**config.mk**
```make
export PLATFORM = sky130hd
export DESIGN_NAME = fetch_unit_flat
export DESIGN_NICKNAME = d
export VERILOG_FILES = /design/src/rtl/fetch_unit_if.sv /design/src/rtl/fetch_unit.sv /design/src/flat_wrapper.sv
export SDC_FILE = /design/constraint.sdc
export NUM_CORES = 1
export LEC_CHECK = 0
export CORE_ASPECT_RATIO = 1.75
export CORE_MARGIN = 2
export CORE_UTILIZATION = 35
export CTS_BUF_LIST = sky130_fd_sc_hd__clkbuf_4 sky130_fd_sc_hd__clkbuf_8
export CTS_CLUSTER_SIZE = 14
export DETAILED_ROUTE_END_ITERATION = 10
export HOLD_SLACK_MARGIN = 0.1
export PLACE_DENSITY = 0.64
export SYNTH_ARGS = -nofsm -noshare
export SYNTH_HDL_FRONTEND = slang
export SYNTH_SLANG_ARGS = --single-unit
```
**constraint.sdc**
```tcl
create_clock -name clock -period 9.2 [get_ports clock]
set_clock_uncertainty 0.15 [all_clocks]
set_input_delay 1.84 -clock clock [delete_from_list [all_inputs] [get_ports clock]]
set_output_delay 1.84 -clock clock [all_outputs]
set_load 0.02 [all_outputs]
```
**src/rtl/fetch_unit_if.sv**
```systemverilog
// Instruction-memory bus: fetch_unit drives requests (master), memory answers (slave).
interface fetch_unit_if;
  logic        imem_req_valid_op;
  logic        imem_req_ready_ip;
  logic [31:0] imem_req_addr_op;
  logic        imem_resp_valid_ip;
  logic [31:0] imem_resp_data_ip;

  modport master (
    output imem_req_valid_op,
    output imem_req_addr_op,
    input  imem_req_ready_ip,
    input  imem_resp_valid_ip,
    input  imem_resp_data_ip
  );

  modport slave (
    input  imem_req_valid_op,
    input  imem_req_addr_op,
    output imem_req_ready_ip,
    output imem_resp_valid_ip,
    output imem_resp_data_ip
  );
endinterface

```
**src/rtl/fetch_unit.sv**
```systemverilog
// Fetch stage: PC, credit-limited imem requests, in-order fetch buffer, IF/ID register.
// Define FETCH_BTFN_PREDICT_EN for backward-taken branch prediction with internal redirect.
module fetch_unit #(
  parameter logic [31:0] RESET_PC   = 32'h0000_0000,
  parameter int unsigned FIFO_DEPTH = 2
) (
  input  logic         clock,
  input  logic         reset,
  fetch_unit_if.master imem,
  input  logic         stall_ip,
  input  logic         flush_ip,
  input  logic [31:0]  redirect_pc_ip,
  output logic [31:0]  pc_op,
  output logic [31:0]  pc4_op,
  output logic         instr_data_valid_op,
  output logic [31:0]  instr_data_op,
  output logic         prediction_op
);

  localparam int unsigned PTR_W = $clog2(FIFO_DEPTH);
  localparam int unsigned CNT_W = PTR_W + 1;

  logic [31:0]      fetch_pc_q, fetch_pc_d, resp_pc_q, resp_pc_d;
  logic [31:0]      fifo_pc_q   [FIFO_DEPTH];
  logic [31:0]      fifo_data_q [FIFO_DEPTH];
  logic [PTR_W-1:0] rd_ptr_q, rd_ptr_d, wr_ptr_q, wr_ptr_d;
  logic [CNT_W-1:0] count_q, count_d, outst_q, outst_d, drop_q, drop_d;
  logic [31:0]      pc_q, pc_d, pc4_q, pc4_d, data_q, data_d;
  logic             valid_q, valid_d, pred_q, pred_d;

  logic             req_fire, resp, push, load, credit, predict, redirect;
  logic [31:0]      head_pc, head_data, pred_target, target;
  logic [CNT_W:0]   inflight;

  assign head_pc   = fifo_pc_q[rd_ptr_q];
  assign head_data = fifo_data_q[rd_ptr_q];
  assign load      = (!valid_q || !stall_ip) && (count_q != '0);
  assign resp      = imem.imem_resp_valid_ip;

`ifdef FETCH_BTFN_PREDICT_EN
  logic [31:0] bimm;
  assign bimm = {{19{head_data[31]}}, head_data[31], head_data[7],
                 head_data[30:25], head_data[11:8], 1'b0};
  // Only backward conditional branches are predicted taken; JAL is left alone.
  assign predict     = load && (head_data[6:0] == 7'b1100011) && head_data[31] && !flush_ip;
  assign pred_target = (head_pc + bimm) & ~32'h3;
`else
  assign predict     = 1'b0;
  assign pred_target = '0;
`endif

  assign redirect = flush_ip || predict;
  assign target   = flush_ip ? (redirect_pc_ip & ~32'h3) : pred_target;
  assign inflight = {1'b0, outst_q} + {1'b0, count_q};
  assign credit   = inflight < (CNT_W + 1)'(FIFO_DEPTH);

  assign imem.imem_req_valid_op = !reset && !redirect && credit;
  assign imem.imem_req_addr_op  = fetch_pc_q;
  assign req_fire = imem.imem_req_valid_op && imem.imem_req_ready_ip;

  always_comb begin
    fetch_pc_d = fetch_pc_q;
    resp_pc_d  = resp_pc_q;
    rd_ptr_d   = rd_ptr_q;
    wr_ptr_d   = wr_ptr_q;
    count_d    = count_q;
    outst_d    = outst_q;
    drop_d     = drop_q;
    pc_d       = pc_q;
    pc4_d      = pc4_q;
    data_d     = data_q;
    valid_d    = valid_q;
    pred_d     = pred_q;
    push       = 1'b0;
    if (redirect) begin
      // Everything still in flight belongs to the old path and is dropped on return.
      fetch_pc_d = target;
      resp_pc_d  = target;
      rd_ptr_d   = '0;
      wr_ptr_d   = '0;
      count_d    = '0;
      outst_d    = outst_q - CNT_W'(resp);
      drop_d     = outst_q - CNT_W'(resp);
      if (flush_ip) begin
        valid_d = 1'b0;
        pred_d  = 1'b0;
      end else begin
        pc_d    = head_pc;
        pc4_d   = head_pc + 32'd4;
        data_d  = head_data;
        valid_d = 1'b1;
        pred_d  = 1'b1;
      end
    end else begin
      if (req_fire) fetch_pc_d = fetch_pc_q + 32'd4;
      outst_d = outst_q + CNT_W'(req_fire) - CNT_W'(resp);
      if (resp && (drop_q != '0)) drop_d = drop_q - CNT_W'(1);
      push = resp && (drop_q == '0);
      if (push) begin
        wr_ptr_d  = wr_ptr_q + PTR_W'(1);
        resp_pc_d = resp_pc_q + 32'd4;
      end
      if (load) begin
        rd_ptr_d = rd_ptr_q + PTR_W'(1);
        pc_d     = head_pc;
        pc4_d    = head_pc + 32'd4;
        data_d   = head_data;
        valid_d  = 1'b1;
        pred_d   = 1'b0;
      end else if (!stall_ip) begin
        valid_d = 1'b0;
        pred_d  = 1'b0;
      end
      count_d = count_q + CNT_W'(push) - CNT_W'(load);
    end
  end

  always_ff @(posedge clock) begin
    if (reset) begin
      fetch_pc_q <= RESET_PC;
      resp_pc_q  <= RESET_PC;
      rd_ptr_q   <= '0;
      wr_ptr_q   <= '0;
      count_q    <= '0;
      outst_q    <= '0;
      drop_q     <= '0;
      pc_q       <= RESET_PC;
      pc4_q      <= RESET_PC + 32'd4;
      data_q     <= '0;
      valid_q    <= 1'b0;
      pred_q     <= 1'b0;
    end else begin
      fetch_pc_q <= fetch_pc_d;
      resp_pc_q  <= resp_pc_d;
      rd_ptr_q   <= rd_ptr_d;
      wr_ptr_q   <= wr_ptr_d;
      count_q    <= count_d;
      outst_q    <= outst_d;
      drop_q     <= drop_d;
      pc_q       <= pc_d;
      pc4_q      <= pc4_d;
      data_q     <= data_d;
      valid_q    <= valid_d;
      pred_q     <= pred_d;
    end
  end

  always_ff @(posedge clock) begin
    if (push && !reset) begin
      fifo_pc_q[wr_ptr_q]   <= resp_pc_q;
      fifo_data_q[wr_ptr_q] <= imem.imem_resp_data_ip;
    end
  end

  assign pc_op               = pc_q;
  assign pc4_op              = pc4_q;
  assign instr_data_op       = data_q;
  assign instr_data_valid_op = valid_q;
  assign prediction_op       = pred_q;

endmodule
```
**src/flat_wrapper.sv**
```systemverilog
// flat-port wrapper written by rule: the top's interface ports become plain ports
module fetch_unit_flat 
#(
  parameter logic [31:0] RESET_PC   = 32'h0000_0000,
  parameter int unsigned FIFO_DEPTH = 2
)
  (clock, reset, stall_ip, flush_ip, redirect_pc_ip, pc_op, pc4_op, instr_data_valid_op, instr_data_op, prediction_op, imem_imem_req_valid_op, imem_imem_req_addr_op, imem_imem_req_ready_ip, imem_imem_resp_valid_ip, imem_imem_resp_data_ip);
  fetch_unit_if imem_i ();
  input  logic clock;
  input  logic reset;
  input  logic stall_ip;
  input  logic flush_ip;
  input  logic [31:0] redirect_pc_ip;
  output logic [31:0] pc_op;
  output logic [31:0] pc4_op;
  output logic instr_data_valid_op;
  output logic [31:0] instr_data_op;
  output logic prediction_op;
  output wire logic [$bits(imem_i.imem_req_valid_op)-1:0] imem_imem_req_valid_op;
  output wire logic [$bits(imem_i.imem_req_addr_op)-1:0] imem_imem_req_addr_op;
  input wire logic [$bits(imem_i.imem_req_ready_ip)-1:0] imem_imem_req_ready_ip;
  input wire logic [$bits(imem_i.imem_resp_valid_ip)-1:0] imem_imem_resp_valid_ip;
  input wire logic [$bits(imem_i.imem_resp_data_ip)-1:0] imem_imem_resp_data_ip;
  assign imem_imem_req_valid_op = imem_i.imem_req_valid_op;
  assign imem_imem_req_addr_op = imem_i.imem_req_addr_op;
  assign imem_i.imem_req_ready_ip = imem_imem_req_ready_ip;
  assign imem_i.imem_resp_valid_ip = imem_imem_resp_valid_ip;
  assign imem_i.imem_resp_data_ip = imem_imem_resp_data_ip;
  fetch_unit #(.RESET_PC(RESET_PC), .FIFO_DEPTH(FIFO_DEPTH)) u_core (.clock(clock), .reset(reset), .imem(imem_i), .stall_ip(stall_ip), .flush_ip(flush_ip), .redirect_pc_ip(redirect_pc_ip), .pc_op(pc_op), .pc4_op(pc4_op), .instr_data_valid_op(instr_data_valid_op), .instr_data_op(instr_data_op), .prediction_op(prediction_op));
endmodule
```
# Word level (Yosys, flattened, before mapping)
# Memories as Yosys holds them, arrays and structs flattened. A register that Yosys moved wholly into a read port is not among the register bits.
# Index checks and enable logic that the tools add are counted.
[word_totals]
reg_bits = 137
ram_bits = 128
inputBits = 70
out_inout_bits = 131
word_cells = 63
n_memories = 2
[classes]
n_addsub = 12
magnitude_cmp = 1
n_eq_ne = 1
muxes = 14
n_bitwise = 1
n_reduce_logical = 20
[memory_table]
columns = ["name", "depth", "width", "read_ports", "rd_ports_with_merged_regs", "wr", "line", "rtl"]
rows = [
  ["u_core.fifo_data_q", 2, 32, 1, 1, 1, "fetch_unit.sv:25", "logic [31:0] fifo_data_q [FIFO_DEPTH];"],
  ["u_core.fifo_pc_q", 2, 32, 1, 1, 1, "fetch_unit.sv:24", "logic [31:0] fifo_pc_q [FIFO_DEPTH];"],
]
[ops]
columns = ["operator", "count"]
rows = [
  ["$mux W32", 4],
  ["$add A32 B3 Y32 const B", 3],
  ["$reduce_bool A2 Y1", 5],
  ["$logic_and A1 B1 Y1", 7],
  ["$mux W1", 7],
  ["$mux W2", 3],
  ["$sub A2 B1 Y2", 3],
  ["$add A2 B1 Y2", 2],
  ["$logic_not A1 Y1", 4],
  ["$add A2 B2 Y3", 1],
  ["$lt A3 B2 Y1 const B", 1],
  ["$add A1 B1 Y1 const B", 2],
  ["$logic_not A2 Y1", 1],
  ["$ne A2 B1 Y1 const B", 1],
  ["$reduce_and A2 Y1", 1],
  ["$reduce_or A2 Y1", 1],
  ["$sub A2 B1 Y2 const B", 1],
  ["$logic_or A1 B1 Y1", 1],
  ["$not A1 Y1", 1],
]

# Logic depth before layout (Yosys ltp)
# Gate-level depths: netlist of run 1.
[logic_depth]
depth_word = 7
mapped_depth = 12
ltp_nobuf = 11

# Least setup slack after synthesis of run 1
# No wires, ideal clock.
[synth_timing]
path_kind = "input -> register"
startpoint = "in reset"
endpoint = "mem u_core.fifo_data_q[0][0] (enable)"
setup_ps = 558
t_arrival_ps = 6955
required_ps = 8492
setup_slack_ps = 1537
stages = 5
path_buffers = 2
cell_sequence = "inv_1 > clkbuf_1 > clkbuf_1 > nand2_1 > nor3_1"
[synth_between]
elab_chain_cells = 4
[synth_rtl]
columns = ["element", "line", "rtl"]
rows = [
  ["start, declared", "flat_wrapper.sv:10", "input logic reset;"],
  ["$logic_not A1 Y1", "fetch_unit.sv:149", "if (push && !reset) begin"],
  ["$logic_and A1 B1 Y1", "fetch_unit.sv:149", ""],
  ["$mux W1", "fetch_unit.sv:149", ""],
  ["$mux W1 (not written as such)", "fetch_unit.sv:151", "fifo_data_q[wr_ptr_q] <= imem.imem_resp_data_ip;"],
  ["end, declared", "fetch_unit.sv:25", ""],
]
# No other way between the ends.

# Final worst setup path of run 1
[layout_timing]
startpoint = "in flush_ip"
endpoint = "out imem_imem_req_valid_op"
[layout_between]
elab_chain_cells = 3
[layout_rtl]
columns = ["element", "line", "rtl"]
rows = [
  ["start, declared", "flat_wrapper.sv:12", "input logic flush_ip;"],
  ["$logic_not A1 Y1", "fetch_unit.sv:57", "assign imem.imem_req_valid_op = !reset && !redirect && credit;"],
  ["$logic_and A1 B1 Y1 (2 in series)", "fetch_unit.sv:57", ""],
  ["end, declared", "flat_wrapper.sv:19", "output wire logic [$bits(imem_i.imem_req_valid_op)-1:0] imem_imem_req_valid_op;"],
]
# No other way between the ends.

==> results of run 1 <==
[Yosys cell counts, types with 5 or more instances]
master,number,share of area (%)
dfxtp_1,162,26
mux2_2,12,1.1
a221oi_1,5,0.35
a31oi_1,16,0.81
xnor2_1,34,2.4
buf_1,11,0.33
o31ai_1,8,0.49
a211oi_1,69,4.2
nor4_1,20,1.0
o311ai_0,11,0.78
nand2_1,102,3.1
and4_1,7,0.50
a21oi_1,43,1.7
buf_4,7,0.42
clkbuf_1,62,1.9
nand3_1,74,3.0
nor3_1,19,0.77
nand4_1,26,1.3
or4_1,11,0.67
o21ai_0,32,1.3
inv_1,23,0.70
and2_1,6,0.30
nand3b_1,12,0.73
mux2i_1,58,4.7
buf_2,6,0.24
and3_1,14,0.71
edfxtp_1,124,30
a21boi_0,11,0.67
nand4b_1,6,0.42
xor2_1,7,0.50
o21a_1,7,0.42
ha_1,8,0.81
a22oi_1,8,0.49
or3_1,8,0.40
nor2_1,102,3.1
[flip-flops by register name (all words and copies together), names as in the netlist, named ones only]
name / count
u_core.drop_q: 2
u_core.outst_q: 2
u_core.instr_data_valid_op: 1
u_core.pc4_op: 30
u_core.fifo_data_q: 64
u_core.imem.imem_req_addr_op: 30
u_core.instr_data_op: 32
u_core.count_q: 2
u_core.fifo_pc_q: 60
u_core.pc_op: 30
u_core.wr_ptr_q: 1
u_core.rd_ptr_q: 1
u_core.resp_pc_q: 30
[through the flow]
step / hold WS, ps / total power, mW / std cells
after floorplan: 298 / 1.85 / 1184
after global routing: 327 / 3.35 / 1845
after CTS: 305 / 3.24 / 1844
after detailed placement: 296 / 2.10 / 1766
final: 304 / 3.20 / 1845
after global placement: 282 / 2.09 / 1766
[worst max-delay path by stage]
| stage | startpoint | to | slack [ps] | cells past startpoint |
|---|---|---|---|---|
| 6_report | flush_ip | imem_imem_req_valid_op | 3390 | 5 |
| 4_1_cts | flush_ip | imem_imem_req_valid_op | 3390 | 5 |
| 2_1_floorplan | reset | u_core.fifo_data_q[0][0] | 1540 | 5 |
| 3_3_place_gp | flush_ip | imem_imem_req_valid_op | 3380 | 5 |
| 3_5_place_dp | flush_ip | imem_imem_req_valid_op | 3390 | 5 |
| 5_1_grt | flush_ip | imem_imem_req_valid_op | 3320 | 5 |
[per-layer routing]
metal | up-vias | share of wire (%) | wire [µm] | global-route usage (%)
li1 | 4742 | - | - | -
met1 | 4641 | 39 | 12600 | 19.2
met2 | 336 | 51 | 16400 | 30.4
met3 | 86 | 5.3 | 1710 | 3.07
met4 | 0 | 4.4 | 1400 | 8.54
met5 | - | 0 | 0 | 0
[cells by family (layout without fill, tap and decap cells)]
| logic type | count (synthesis) | in the layout | synth area share (%) |
|---|---|---|---|
| AND/OR/NAND/NOR | 419 | 419 | 16.8 |
| flip-flops | 286 | 286 | 56.3 |
| adder cells (fa/ha/maj) | 9 | 9 | 0.971 |
| multiplexers | 70 | 70 | 5.79 |
| buffers and inverters | 111 | 306 | 3.74 |
| other | 1 | 8 | 0.0303 |
| AO/OA/AOI/OAI | 241 | 241 | 13.4 |
| XOR/XNOR | 41 | 41 | 2.90 |
[worst max-delay path, stage by stage]
cell and delay (ps):
clkdlybuf4s50_1 390, buf_4 260, or4_4 600, clkinv_4 110
clkdlybuf4s50_1 610
[area by class of cell]
| class | instances | area (µm²) |
|---|---|---|
| fill | 3396 | 19500 |
| clock buffer | 59 | 712 |
| multi-input combinational | 787 | 4970 |
| antenna | 1 | 2.50 |
| clock inverter | 19 | 213 |
| timing repair buffer | 204 | 2010 |
| tap | 465 | 582 |
| inverter | 24 | 95.1 |
| sequential | 286 | 6970 |
[power by group]
group / internal [mW] / switching (mW) / total, mW
Combinational: 0.255 / 0.332 / 0.586
Clock: 0.622 / 0.504 / 1.13
Sequential: 1.42 / 0.0644 / 1.48
==> flow_summary.ini, run 1 <==
[cells_and_area]
finalNetCount = 1424
utilization_pct = 44.4
layout_commonest_cell = clkdlybuf4s50_1
most-common-layout-cells = clkdlybuf4s50_1, dfxtp_1, edfxtp_1
fin_area_mm2 = 0.0156
drive_gt1_share_pct = 8.05
area_delta_synth_final_pct = 25.8

[clock_network]
clk_pin_slew_ps = 60
cts_max_level = 2
cts_resized = 0
clock_latency_ps = 580
postCtsSetupRepairBufs = 0
cts-root-buf = clkbuf_8
cts_hold_buf = 0
clkSinkCount = 286
clk_path_buf_depth = 3
numCtsBuffers = 42
cts_tree = built

[critical_path]
r2r_cells = 8
worstPathArrival_ps = 3820
critical_path_class = input pin to output pin
cp_max_fo = 35
cp-start-kind = input pin
rr_endpoint = u_core.pc4_op[26]
cp.required_ps = 7210
ff2ff_setup_slack_ps = 5740
cp-end-kind = output pin

[synth]
ys_types = 63
yosysSeqAreaShare_pct = 56.3
synth_ff_type = dfxtp_1
synth_edf_count = 124
yosysWarnings = 0
netlist_area_mm2 = 0.0124
ys_ff_latch = 286
synthArstFlopShare_pct = 0
syn_avg_cell_area_um2 = 10.5
synthCells = 1178

[route]
totalWireLength_um = 32000
drc = 0
viasPerCell = 5.31
num_vias = 9805
antenna_left = 0
wl_per_cell_um = 17.4
drtIter0Drc = 508
firstDrtPassIters = 5

[placed_design]
placed_area_mm2 = 0.0146
post-place-ws_ps = 3390
gp_congestion = 0.875
portBuffers = 191
dp_hpwl_um = 22100

[global_route]
grt_use_total_pct = 17.0
grt_max_degree = 88
antenna_found_initial = 1
grt_pass1_vias = 9520
grt_overflow = 0
grt_pass1_wl_um = 50600

[timing]
slew-limit-headroom_pct = 21.0
rsz0062_at_grt = false
slew_viol_final = 0
fin_crit_ps = 5810
fin_ws_ps = 3390
setup_viol = 0
finalCritPeriodShare_pct = 63.2
tns_ps = 0
fmax_mhz = 172
finalHoldViolCount = 0
tightest_slew_ps = 1190

[worst_hold_path]
min_to = u_core.pc4_op[7]
min_path_type = flop to flop
worstHoldStart = u_core.pc4_op[7]
whs_path_depth = 2

[power_and_ir_drop]
leakage_nw = 4.98
powerDensity_mw_per_mm2 = 205
vdd_drop_max_v = 0.0000970

[floorplan]
rows = 91
coreArea_mm2 = 0.0351
die_w_um = 146
io_pins = 201
dieArea_mm2 = 0.0369
die_y_um = 253
start_util_pct = 35.3

[run_status]
outcome = complete, no violations

[run]
drv_cap = 0
(Power assumes the default switching activity.)
==> run 2: changes to the inputs <==
- PLACE_DENSITY: 0.64 -> 0.66
- clock period: 9.2 -> 4.8 ns (I/O delays scaled with it)
==> run 2 against run 1 <==
Net effect: first-iteration DRC count increased by 2.4%; die area unchanged; flip-flop and latch count unchanged; worst hold slack got worse by 6.4 ps; highest routed layer unchanged; design area decreased by 0.21%; critical path depth increased by 1; critical path type is now flop to output pin; sequential power increased by 93%; final cell count increased by 0.27%; sequential share of layout area increased by 0.094 points; power increased by 85%; clock power increased by 72%; register-to-register slack got worse by 4200 ps.
==> flow_summary.ini, run 2 (synthesis results as in run 1) <==
[placed_design]
dp_cells = 1769
post-place-ws_ps = 1040
placed_area_mm2 = 0.0147
portBuffers = 191
gp_congestion = 0.845
dp_hpwl_um = 22300

[timing]
tightest_slew_ps = 1200
setup_viol = 0
fin_ws_ps = 870
finalHoldViolCount = 0
finalCritPeriodShare_pct = 81.9
slew-limit-headroom_pct = 20.0
fmax_mhz = 254
hold-worst-slack_ps = 298
tns_ps = 0
slew_viol_final = 0
fin_crit_ps = 3930
rsz0062_at_grt = false

[clock_network]
clkSinkCount = 286
cts-root-buf = clkbuf_8
clk_path_buf_depth = 3
cts_tree = built
clock_latency_ps = 580
clk_pin_slew_ps = 70
postCtsSetupRepairBufs = 0
cts_resized = 0
cts_max_level = 2
cts_hold_buf = 0
numCtsBuffers = 43

[critical_path]
cp.depth = 6
cp-end-kind = output pin
critPathSlowestCell = clkdlybuf4s50_1
path_buf_inv = 3
crit_start = u_core.count_q[0]
cp_max_fo = 7
cp-start-kind = flop
critPathCapture = imem_imem_req_valid_op
critical_path_class = flop to output pin
ff2ff_setup_slack_ps = 1530
crit_family = buffers and inverters
rr_endpoint = u_core.pc4_op[31]
cp.required_ps = 3690
slowest_delay_ps = 600
worstPathArrival_ps = 2820
crit_chain = inv_1, nor2_1, fa_1, or4_4, clkinv_4, clkdlybuf4s50_1
r2r_cells = 6

[global_route]
grt_use_total_pct = 17.1
grt_overflow = 0
grt_pass1_vias = 9293
grt_pass1_wl_um = 50700
antenna_found_initial = 2
grt_max_degree = 77

[power_and_ir_drop]
leakage_nw = 4.96
p_clk_share_pct = 32.8
finalPower_mw = 5.92
vdd_drop_max_v = 0.000180
switching_power_mw = 1.69
combPwrFrac_pct = 19.1
power.share.switching_pct = 28.6
powerDensity_mw_per_mm2 = 381
p_int_mw = 4.23
sequentialPowerShare_pct = 48.1

[route]
antenna_left = 0
num_vias = 9820
firstDrtPassIters = 5
viasPerCell = 5.31
drtIter0Drc = 520
totalWireLength_um = 32500
wl_per_cell_um = 17.6
drc = 0

[cells_and_area]
top_register = u_core.fifo_data_q
instances_no_fill = 1850
area_delta_synth_final_pct = 25.5
fin_area_mm2 = 0.0155
utilization_pct = 44.3
most-common-layout-cells = clkdlybuf4s50_1, dfxtp_1, edfxtp_1
drive_gt1_share_pct = 7.88
largest_reg_flops = 64
finalNetCount = 1428
layout_commonest_cell = clkdlybuf4s50_1
final.fill_count = 3385

[run]
drv_cap = 0

[run_status]
outcome = complete, no violations

[worst_hold_path]
min_path_type = flop to flop
worstHoldStart = u_core.pc4_op[2]

[floorplan]
die_w_um = 146
start_util_pct = 35.3
rows = 91
dieArea_mm2 = 0.0369
die_y_um = 253
coreArea_mm2 = 0.0351
io_pins = 201
run 2: cell count changes in the layout (fill, tap and decap cells not counted), moves of 2 or more:
cell | before | now
buf_4 | 14 | 16
bufinv_16 | 4 | 0
clkbuf_4 | 16 | 11
clkbuf_8 | 43 | 48
clkinv_1 | 4 | 11
clkinvlp_4 | 0 | 2
nor3_2 | 2 | 0
nor3_4 | 0 | 2
run 2: worst register-to-register path, cell delays in order, from the launching register on:
cell	delay (ps)
dfxtp_2	370
buf_4	590
nand3_1	400
a222oi_1	660
nand2_1	300
or4_1	590
o311ai_0	100
run 2: final cells by class:
type                    count  area [µm²]  share of cell area (%)
clock inverters            21         101                   0.653
flip-flops and latches    286        6970                    44.9
clock buffers              59         743                    4.79
inverters                  24        95.1                   0.613
well taps                 465         582                    3.75
multi-input cells         787        4990                    32.1
diodes                      1        2.50                  0.0161
repair buffers            207        2040                    13.2
run 2: how the worst min path moves through the flow:
| stage | to | slack [ps] | cells past startpoint |
|---|---|---|---|
| final | u_core.pc4_op[2] | 300 | 2 |
| after global routing | u_core.pc4_op[12] | 330 | 2 |
| after CTS | u_core.pc4_op[2] | 300 | 2 |
| after detailed placement | u_core.pc4_op[2] | 290 | 2 |
| after global placement | u_core.pc4_op[2] | 280 | 2 |
| after floorplan | u_core.fifo_pc_q[0][31] | 300 | 0 |
run 2: power groups by stage:
stage	clock [mW]	combinational, mW	sequential [mW]
2_1_floorplan	0	0.524	3.03
3_3_place_gp	0	1.12	2.89
3_5_place_dp	0	1.14	2.90
4_1_cts	2.01	1.14	2.85
5_1_grt	2.12	1.23	2.87
6_report	1.94	1.13	2.85
run 2: routing by layer:
layer,up-vias,global-route usage (%),part of all wire [%]
li1,4747,-,-
met1,4657,19.8,39
met2,339,31.5,52
met3,77,2.71,5.5
met4,0,6.69,3.3
met5,-,0,0
==> run 3: changes to the inputs <==
- PLACE_DENSITY: 0.66 -> 0.64
- clock period: 4.8 -> 4.1 ns (I/O delays scaled with it)
==> run 3 against run 2 <==
Net effect: final cell count up 0.27%; combinational power up 17%; worst hold slack better by 1.3 ps; utilization up 0.36 points; largest power group unchanged; highest routed layer unchanged.
==> flow_summary.ini, run 3 (synthesis results as in run 1) <==
[critical_path]
rr_endpoint = u_core.pc4_op[26]
crit_start = u_core.count_q[0]
crit_chain = inv_1, nor2_1, fa_1, or4_4, clkinv_4, clkdlybuf4s50_1
worstPathArrival_ps = 2830
cp-end-kind = output pin
r2r_cells = 7
ff2ff_setup_slack_ps = 970
cp_max_fo = 7
cp-start-kind = flop
critical_path_class = flop to output pin
slowest_delay_ps = 610
cp.required_ps = 3130
critPathSlowestCell = clkdlybuf4s50_1

[power_and_ir_drop]
vdd_drop_max_v = 0.000205
leakage_nw = 5.03
powerDensity_mw_per_mm2 = 448
finalPower_mw = 7.00

[timing]
tightest_slew_ps = 818
slew_viol_final = 0
hold-worst-slack_ps = 299
finalCritPeriodShare_pct = 92.6
finalHoldViolCount = 0
setup_viol = 0
slew-limit-headroom_pct = 43.9
rsz0062_at_grt = false
fin_crit_ps = 3800
fmax_mhz = 263

[global_route]
grt_use_total_pct = 17.1
grt_pass1_vias = 9682
grt_overflow = 0
grt_pass1_wl_um = 51000
grt_max_degree = 84
antenna_found_initial = 2

[clock_network]
cts_resized = 0
clk_path_buf_depth = 3
cts_max_level = 2
clkSinkCount = 286
cts_hold_buf = 0
cts_tree = built
numCtsBuffers = 43
cts-root-buf = clkbuf_8
clk_pin_slew_ps = 60
postCtsSetupRepairBufs = 0
clock_latency_ps = 570

[worst_hold_path]
worstHoldStart = u_core.pc4_op[2]
whs_path_depth = 2
min_path_type = flop to flop
min_to = u_core.pc4_op[2]

[cells_and_area]
layout_commonest_cell = clkdlybuf4s50_1
area_delta_synth_final_pct = 26.5
instances_no_fill = 1855
finalNetCount = 1434
multi_input_area_mm2 = 0.00499
most-common-layout-cells = clkdlybuf4s50_1, dfxtp_1, edfxtp_1
fin_area_mm2 = 0.0156
final.fill_count = 3436
drive_gt1_share_pct = 8.71
regArea_mm2 = 0.00697
largest_reg_flops = 64
top_register = u_core.fifo_data_q

[floorplan]
die_w_um = 146
start_util_pct = 35.3
io_pins = 201
rows = 91
coreArea_mm2 = 0.0351
dieArea_mm2 = 0.0369
die_y_um = 253

[placed_design]
dp_cells = 1775
portBuffers = 191
dp_hpwl_um = 22700
placed_area_mm2 = 0.0148
gp_congestion = 0.872

[route]
firstDrtPassIters = 5
num_vias = 9850
antenna_left = 0
viasPerCell = 5.31
drtIter0Drc = 704
totalWireLength_um = 32400
drc = 0
wl_per_cell_um = 17.5

[run]
drv_cap = 0

[run_status]
outcome = complete, no violations
==> run 3: worst max path at each step <==
stage | cells after the start | end
after floorplan | 5 | u_core.fifo_data_q[0][0]
after global placement | 4 | imem_imem_req_valid_op
after detailed placement | 4 | imem_imem_req_valid_op
after CTS | 6 | imem_imem_req_valid_op
after global routing | 6 | imem_imem_req_valid_op
final | 6 | imem_imem_req_valid_op
==> run 3: area by class of cell <==
type	instances	share of cell area, %
diodes	1	0.0160
clock buffers	67	5.13
clock inverters	12	0.392
inverters	24	0.608
multi-input cells	787	31.9
flip-flops and latches	286	44.5
well taps	465	3.72
repair buffers	213	13.7
==> run 3: routing by layer <==
metal	up-vias	routed length, µm	track usage (%)
met5	-	0	0
met4	0	1410	8.35
met3	99	1670	2.53
met2	331	16700	31.5
met1	4679	12600	19.3
li1	4741	-	-
==> run 3: stage by stage <==
step	setup WS (ps)	setup TNS, ps	util (%)
after floorplan	-624	-77350	-
after global placement	623	0	42.2
after detailed placement	609	0	42.2
after CTS	279	0	44.6
after global routing	198	0	44.6
final	304	0	44.6
==> run 3: critical path, delay by kind of cell, from the launching register on <==
family / cells / cell delay [ps]
buffers and inverters: 3 / 790
adders and majority gates: 1 / 460
and+or+nand+nor: 2 / 650
DFF: 1 / 360
==> run 3: report_power, final <==
part	total (mW)	internal [mW]	switching, mW
logic	1.32	0.586	0.737
registers	3.34	3.18	0.156
clock network	2.34	1.25	1.09
total	7.00	5.02	1.98
